[src/rtl/normalize_16bit.sv]
// normalize_16bit: sequential leading/trailing-one normalizer, partner of the
// 16-bit barrel shifter. A 4-stage binary search (8,4,2,1) runs one stage per
// clock. Feeding out/shift into the barrel shifter with the opposite direction
// restores the captured input word.
//
// Ports:
//   clk    - clock, rising edge
//   reset  - synchronous active-high reset
//   start  - request; taken in IDLE, or in DONE together with ack
//   lr     - 1 = normalize toward MSB, 0 = toward LSB; captured with start
//   in     - word to normalize; captured with start
//   ack    - consumer accepts the result while valid=1
//   busy   - search in progress (S8..S1)
//   valid  - result stable (DONE)
//   out    - normalized word (working register)
//   shift  - shift size applied, barrel-shifter format
//   lr_o   - captured direction
//   zero   - captured word was zero
module normalize_16bit (
    input  logic        clk,
    input  logic        reset,
    input  logic        start,
    input  logic        lr,
    input  logic [15:0] in,
    input  logic        ack,
    output logic        busy,
    output logic        valid,
    output logic [15:0] out,
    output logic [3:0]  shift,
    output logic        lr_o,
    output logic        zero
);

    typedef enum logic [2:0] {
        IDLE = 3'd0,
        S8   = 3'd1,
        S4   = 3'd2,
        S2   = 3'd3,
        S1   = 3'd4,
        DONE = 3'd5
    } state_t;

    state_t      state;
    state_t      state_nx;
    logic [15:0] out_nx;
    logic [3:0]  shift_nx;
    logic        lr_nx;
    logic        zero_nx;

    // State and result registers; busy/valid are registered from the next state
    always_ff @(posedge clk) begin
        if (reset) begin
            state <= IDLE;
            busy  <= 1'b0;
            valid <= 1'b0;
            out   <= 16'h0000;
            shift <= 4'h0;
            lr_o  <= 1'b0;
            zero  <= 1'b0;
        end else begin
            state <= state_nx;
            busy  <= (state_nx == S8) || (state_nx == S4) ||
                     (state_nx == S2) || (state_nx == S1);
            valid <= (state_nx == DONE);
            out   <= out_nx;
            shift <= shift_nx;
            lr_o  <= lr_nx;
            zero  <= zero_nx;
        end
    end

    // Next-state and working-register update
    always_comb begin
        state_nx = state;
        out_nx   = out;
        shift_nx = shift;
        lr_nx    = lr_o;
        zero_nx  = zero;

        case (state)
            IDLE: begin
                if (start) begin
                    out_nx   = in;
                    lr_nx    = lr;
                    shift_nx = 4'h0;
                    zero_nx  = (in == 16'h0000);
                    state_nx = S8;
                end
            end
            S8: begin
                if (lr_o ? (out[15:8] == 8'h00) : (out[7:0] == 8'h00)) begin
                    out_nx      = lr_o ? (out << 8) : (out >> 8);
                    shift_nx[3] = 1'b1;
                end
                state_nx = S4;
            end
            S4: begin
                if (lr_o ? (out[15:12] == 4'h0) : (out[3:0] == 4'h0)) begin
                    out_nx      = lr_o ? (out << 4) : (out >> 4);
                    shift_nx[2] = 1'b1;
                end
                state_nx = S2;
            end
            S2: begin
                if (lr_o ? (out[15:14] == 2'b00) : (out[1:0] == 2'b00)) begin
                    out_nx      = lr_o ? (out << 2) : (out >> 2);
                    shift_nx[1] = 1'b1;
                end
                state_nx = S1;
            end
            S1: begin
                if (lr_o ? !out[15] : !out[0]) begin
                    out_nx      = lr_o ? (out << 1) : (out >> 1);
                    shift_nx[0] = 1'b1;
                end
                state_nx = DONE;
            end
            DONE: begin
                // Result held until acknowledged; ack+start chains a new request
                if (ack) begin
                    if (start) begin
                        out_nx   = in;
                        lr_nx    = lr;
                        shift_nx = 4'h0;
                        zero_nx  = (in == 16'h0000);
                        state_nx = S8;
                    end else begin
                        state_nx = IDLE;
                    end
                end
            end
            default: state_nx = IDLE;
        endcase
    end

endmodule

[config.mk]
export PLATFORM = sky130hd
export DESIGN_NAME = normalize_16bit
export DESIGN_NICKNAME = d
export VERILOG_FILES = /design/src/rtl/normalize_16bit.sv
export SDC_FILE = /design/constraint.sdc
export NUM_CORES = 1
export LEC_CHECK = 0
export CELL_PAD_IN_SITES_DETAIL_PLACEMENT = 1
export CELL_PAD_IN_SITES_GLOBAL_PLACEMENT = 1
export CORE_UTILIZATION = 37
export CTS_CLUSTER_DIAMETER = 200
export DETAILED_ROUTE_END_ITERATION = 6
export GPL_TIMING_DRIVEN = 0
export PLACE_DENSITY_LB_ADDON = 0.1
export SLEW_MARGIN = 20
export SYNTH_ARGS = -nofsm -noshare
export SYNTH_HDL_FRONTEND = slang
export SYNTH_SLANG_ARGS = --single-unit
[constraint.sdc]
create_clock -name clk -period 2.9 [get_ports clk]
set_input_delay 0.29 -clock clk [delete_from_list [all_inputs] [get_ports clk]]
set_output_delay 0.29 -clock clk [all_outputs]
set_load 0.1 [all_outputs]
== Yosys cells after proc, flatten, opt, wreduce, memory -nomap -nowiden ==
Index checks and enable logic that the tools add are counted.

* Eq/ne operators: 15
* Multiplexer cells: 35
* Reductions and logical operators: 25

{| class="wikitable"
|+ Operator list
! kind !! count
|-
| two-way mux 16 bit || 10
|-
| case mux 16 bit (6 select lines) || 1
|-
| case mux 3 bit (6 select lines) || 1
|-
| zero test 16 bit || 1
|-
| zero test 8 bit || 2
|-
| two-way mux 1 bit || 13
|-
| == test 3 x 2 -> 1 bit, second input constant || 4
|-
| == test 3 bit, second input constant || 4
|-
| case mux 1 bit (3 select lines) || 4
|-
| AND reduction 3 bit || 4
|-
| nonzero test 3 bit || 4
|-
| inequality test 2 bit, second input constant || 5
|-
| zero test 4 bit || 2
|-
| two-way mux 4 bit || 2
|-
| == test 3 x 1 -> 1 bit, second input constant || 2
|-
| two-way mux 3 bit || 2
|-
| AND reduction 6 bit || 1
|-
| nonzero test 6 bit || 1
|-
| zero test 2 bit || 2
|-
| case mux 1 bit (2 select lines) || 2
|-
| zero test 3 bit || 1
|-
| logical OR 1 bit || 3
|-
| zero test 1 bit || 2
|-
| AND reduction 2 bit || 1
|-
| nonzero test 2 bit || 1
|}

* Register bits after elaboration: 27
* Output and inout bits: 24

== Depth between registers and ports, before layout ==
Gate-level depths: netlist of the first run.

* Depth after elaboration: 7
* Mapped depth: 8
* Mapped depth without buffers: 5

== Worst setup path before layout of the first run ==
OpenSTA, ideal clock, no wires.

* Kind: register -> register
* Start: register lr_o
* End: register out[0]
* Arrival time: 2693 ps
* Required time: 2755 ps
* Setup slack: 63 ps
* Cell stages (with the launch flop): 8
* Path buffers: 2
* Period minus slack after synthesis: 2837 ps
* Cell sequence: dfxtp_1 -> or3b_4 -> or4_4 -> a22oi_4 -> and3_1 -> buf_6 -> buf_12 -> a211oi_2

* Cells in the longest elaborated chain, start to end: 3
* Elaborated cells between the ends (all ways): 18
* Classes of those cells: 4 x eq/ne; 13 x mux; 1 x reduce/logical

{| class="wikitable"
|+ Ends and longest elaborated chain
! what !! RTL line !! text
|-
| from (decl) || 30 || <nowiki>output logic lr_o,</nowiki>
|-
| from (signal assigned) || 67 || <nowiki>lr_o <= lr_nx;</nowiki>
|-
| two-way mux 16 bit (tied with other cells) || 113 || <nowiki>out_nx = lr_o ? (out << 1) : (out >> 1);</nowiki>
|-
| two-way mux 16 bit (tied with other cells) || 112 || <nowiki>if (lr_o ? !out[15] : !out[0]) begin</nowiki>
|-
| case mux 16 bit (6 select lines) / AND reduction 6 bit (equally long branches) || n/a ||
|-
| to (signal assigned) || 65 || <nowiki>out <= out_nx;</nowiki>
|-
| to (decl) || 28 || <nowiki>output logic [15:0] out,</nowiki>
|}

Parallel ways exist; a longest one is shown, timed or not. The select of a mux whose other input is x is not followed.
A chain may end at the register's enable or synchronous reset.

== Worst setup path after layout of the first run ==
* Start: register lr_o
* End: register out[5]

Same word-level chain as after synthesis.

==> results of run 1 <==
-- per-layer routing --
layer | routed length (um) | GRT usage | vias up
met2 | 3600 | 0.450 | 141
met1 | 3900 | 0.449 | 1184
met3 | 785 | 0.0491 | 12
met4 | 153 | 0.0923 | 0
met5 | 0 | 0 | -
li1 | - | - | 1114
-- worst register-to-register path, delay by kind of cell, from the launching register on --
kind                   cells  cell delay [ns]
AOI/OAI and AO/OA          4             1.14
DFF                        1             0.38
and+or+nand+nor            1             0.22
buffers and inverters      2             0.78
-- final timing paths --
| check | from | to | slack [ns] | cells past startpoint |
|---|---|---|---|---|
| worst max-delay path | lr_o | out[5] | 0.26 | 7 |
| worst min-delay path | shift[0] | shift[0] | 0.47 | 2 |
| worst max register to register | lr_o | out[5] | 0.26 | 7 |
| worst min register to register | shift[0] | shift[0] | 0.47 | 2 |
-- through the flow --
step / total power [mW] / worst slack [ns] / cell area (sq um) / cells / utilization
6_report: 1.78 / 0.255 / 2600 / 380 / 0.500
5_1_grt: 1.85 / 0.0774 / 2600 / 380 / 0.500
4_1_cts: 1.77 / 0.297 / 2600 / 380 / 0.500
3_5_place_dp: 1.54 / 0.317 / 2560 / 376 / 0.491
3_3_place_gp: 1.54 / 0.301 / 2560 / 376 / 0.491
2_1_floorplan: 1.26 / 0.0627 / 2040 / 263 / -
-- cell type report --
type                    count  share of cell area
flip-flops and latches     27               0.208
plain buffers              24              0.0476
clock buffers               3              0.0159
well taps                  70              0.0336
repair buffers             43               0.165
inverters                   5             0.00721
clock inverters             1             0.00192
multi-input cells         207               0.521
-- synth_stat cells, types with 2 or more instances --
library cell,count,share of area
or3b_1,2,0.0086
or4_1,3,0.011
nand3_1,2,0.0049
a221oi_1,2,0.0086
buf_6,2,0.011
nor3b_1,3,0.011
nor2_1,15,0.028
a2111oi_0,8,0.034
buf_2,2,0.0049
a21o_1,3,0.011
inv_1,5,0.0092
clkbuf_1,17,0.031
a211oi_2,10,0.061
and3_1,3,0.0092
or3_1,2,0.0061
mux2i_1,8,0.039
nor2b_1,3,0.0092
a211oi_1,5,0.018
o21ai_0,4,0.0098
a21oi_1,43,0.11
a31oi_1,17,0.052
dfxtp_1,27,0.27
buf_1,2,0.0037
nor4_1,7,0.021
nand2b_1,11,0.034
o22ai_1,8,0.025
nand3b_1,2,0.0074
nand2_1,22,0.040
-- registers in the layout, summed over array words and instances, names as in the netlist --
signal,cells
zero,1
shift,4
busy,1
valid,1
lr_o,1
out,16
state,3
-- cells by family (layout without fill, tap and decap cells) --
| kind of cell | Yosys count | after routing | share of synthesized area |
|---|---|---|---|
| AO/OA/AOI/OAI | 113 | 113 | 0.390 |
| AND/OR/NAND/NOR | 85 | 85 | 0.232 |
| buffers and inverters | 29 | 76 | 0.0699 |
| flip-flops | 27 | 27 | 0.265 |
| multiplexers | 8 | 8 | 0.0393 |
| XOR/XNOR | 1 | 1 | 0.00430 |
-- power by group through the flow --
stage / sequential (mW) / combinational [mW] / clock [mW]
floorplan: 0.873 / 0.382 / 0
global placement: 0.549 / 0.991 / 0
detailed placement: 0.546 / 0.993 / 0
CTS: 0.538 / 0.997 / 0.235
global route: 0.551 / 1.05 / 0.253
finish: 0.543 / 1.01 / 0.231
==> impl_metrics.ini, run 1 <==
[synthesis]
synth-edff-count = 0
synth_ff_type = dfxtp_1
async_flop_share = 0
syn_nets = 284
ys_warn_count = 0
synth_area_sq_um = 2040
yosys_register_bits = 27
synthesis.instances = 263
synth_cell_types = 53
yosysSeqAreaShare = 0.265
synth_area_per_cell_sq_um = 7.75

[final_layout]
layout_common_cells = a21oi_1, clkdlybuf4s50_1, dfxtp_1
area_growth_pct = 27.7
seqCellArea_sq_um = 541
multi_input_area_sq_um = 1360
nets = 332
antenna_cells = 0
post_route_cells_drive_above_1_share = 0.0839
fillers = 648

[worst_hold_path]
min-delay-path-class = flip-flop to flip-flop

[cts]
insertion_delay_ns = 0.29
cts_inserted_buffers = 3
cts_tree = done
cts_buffer_depth = 2
cts_resized = 0
clockRootBuffer = clkbuf_8
cts.reportedPaths.clkPinSlew_ns = 0.11
h-tree-depth = 1
clock_sinks = 27
postCtsHoldBufs = 0
post_cts_buffers = 0

[die]
die_w_um = 76.2
chipHeight_um = 76.2
rows = 26
initial_core_util = 0.392
core_area_sq_um = 5200
io-pin-count = 45
fp.dieArea_sq_um = 5810

[flow_run]
cap_viol_max_count = 0

[routing]
routedWlPerCell_um = 22.2
firstDrtPassIters = 5
wl_um = 8440
vias = 2451
antenna_left = 0
drc = 0
routed_via_density = 6.45
drt_iter0_drc = 360

[critical_path]
cpPeakStageDelay_ns = 0.76
path_delay_family = compound AO/OA/AOI/OAI gates
cp_max_fo = 10
cp.arrival_ns = 2.79
worst_path_max_delay_cell = a2111oi_0
cp_common_cell = clkbuf_1
critical_path_required_ns = 3.05
cp_num_buf_inv = 2
crit_chain = clkbuf_1 -> clkbuf_1 -> nand2b_1 -> a21o_1 -> o21ai_0 -> a2111oi_0 -> a211oi_2
worstSetupEndpointType = flip-flop
crit_type = flip-flop to flip-flop
critPathLaunchType = flip-flop

[sta]
finalHoldViolCount = 0
period_share = 0.912
worst_pin_slew_ns = 0.976
max_freq_mhz = 378
rsz0062_at_grt = false
tns_ns = 0
timing.hold.ws_ns = 0.468
max-slew-margin-rel = 0.347
final-setup-viol-count = 0
slew_viol_final = 0
fin_crit_ns = 2.64
finClkSkew_ns = 0.00858

[power_and_ir_drop]
switchingPower_uw = 957
p_comb_frac = 0.565
swShare = 0.537
p_per_area_nw_per_um2 = 684
p_int_uw = 823
power_frac_seq = 0.305
p_leak_nw = 0.830
peakVddDrop_mv = 0.429
pwr-share-clk = 0.130

[placed_design]
dp.final_hpwl_um = 6210
portBuffers = 43
place.gp.congestion = 0.951

[grt]
grt_max_degree = 16
overflow = 0
antenna_found_initial = 0
track_usage = 0.305
grt_pass1_vias = 2404
grt_pass1_wl_um = 13700

[run_status]
outcome = complete, no violations
No activity file was read; power rests on OpenSTA's default activity.
==> inputs of run 2 (changes only) <==
- CAP_MARGIN: default -> 20
==> results of run 2 <==
The final DEF is identical to that of run 1; final timing and power are the same.
==> inputs of run 3 (changes only) <==
- SLEW_MARGIN: 20 -> 0
==> results of run 3 <==
The final DEF is identical to that of run 1; final timing and power are the same.
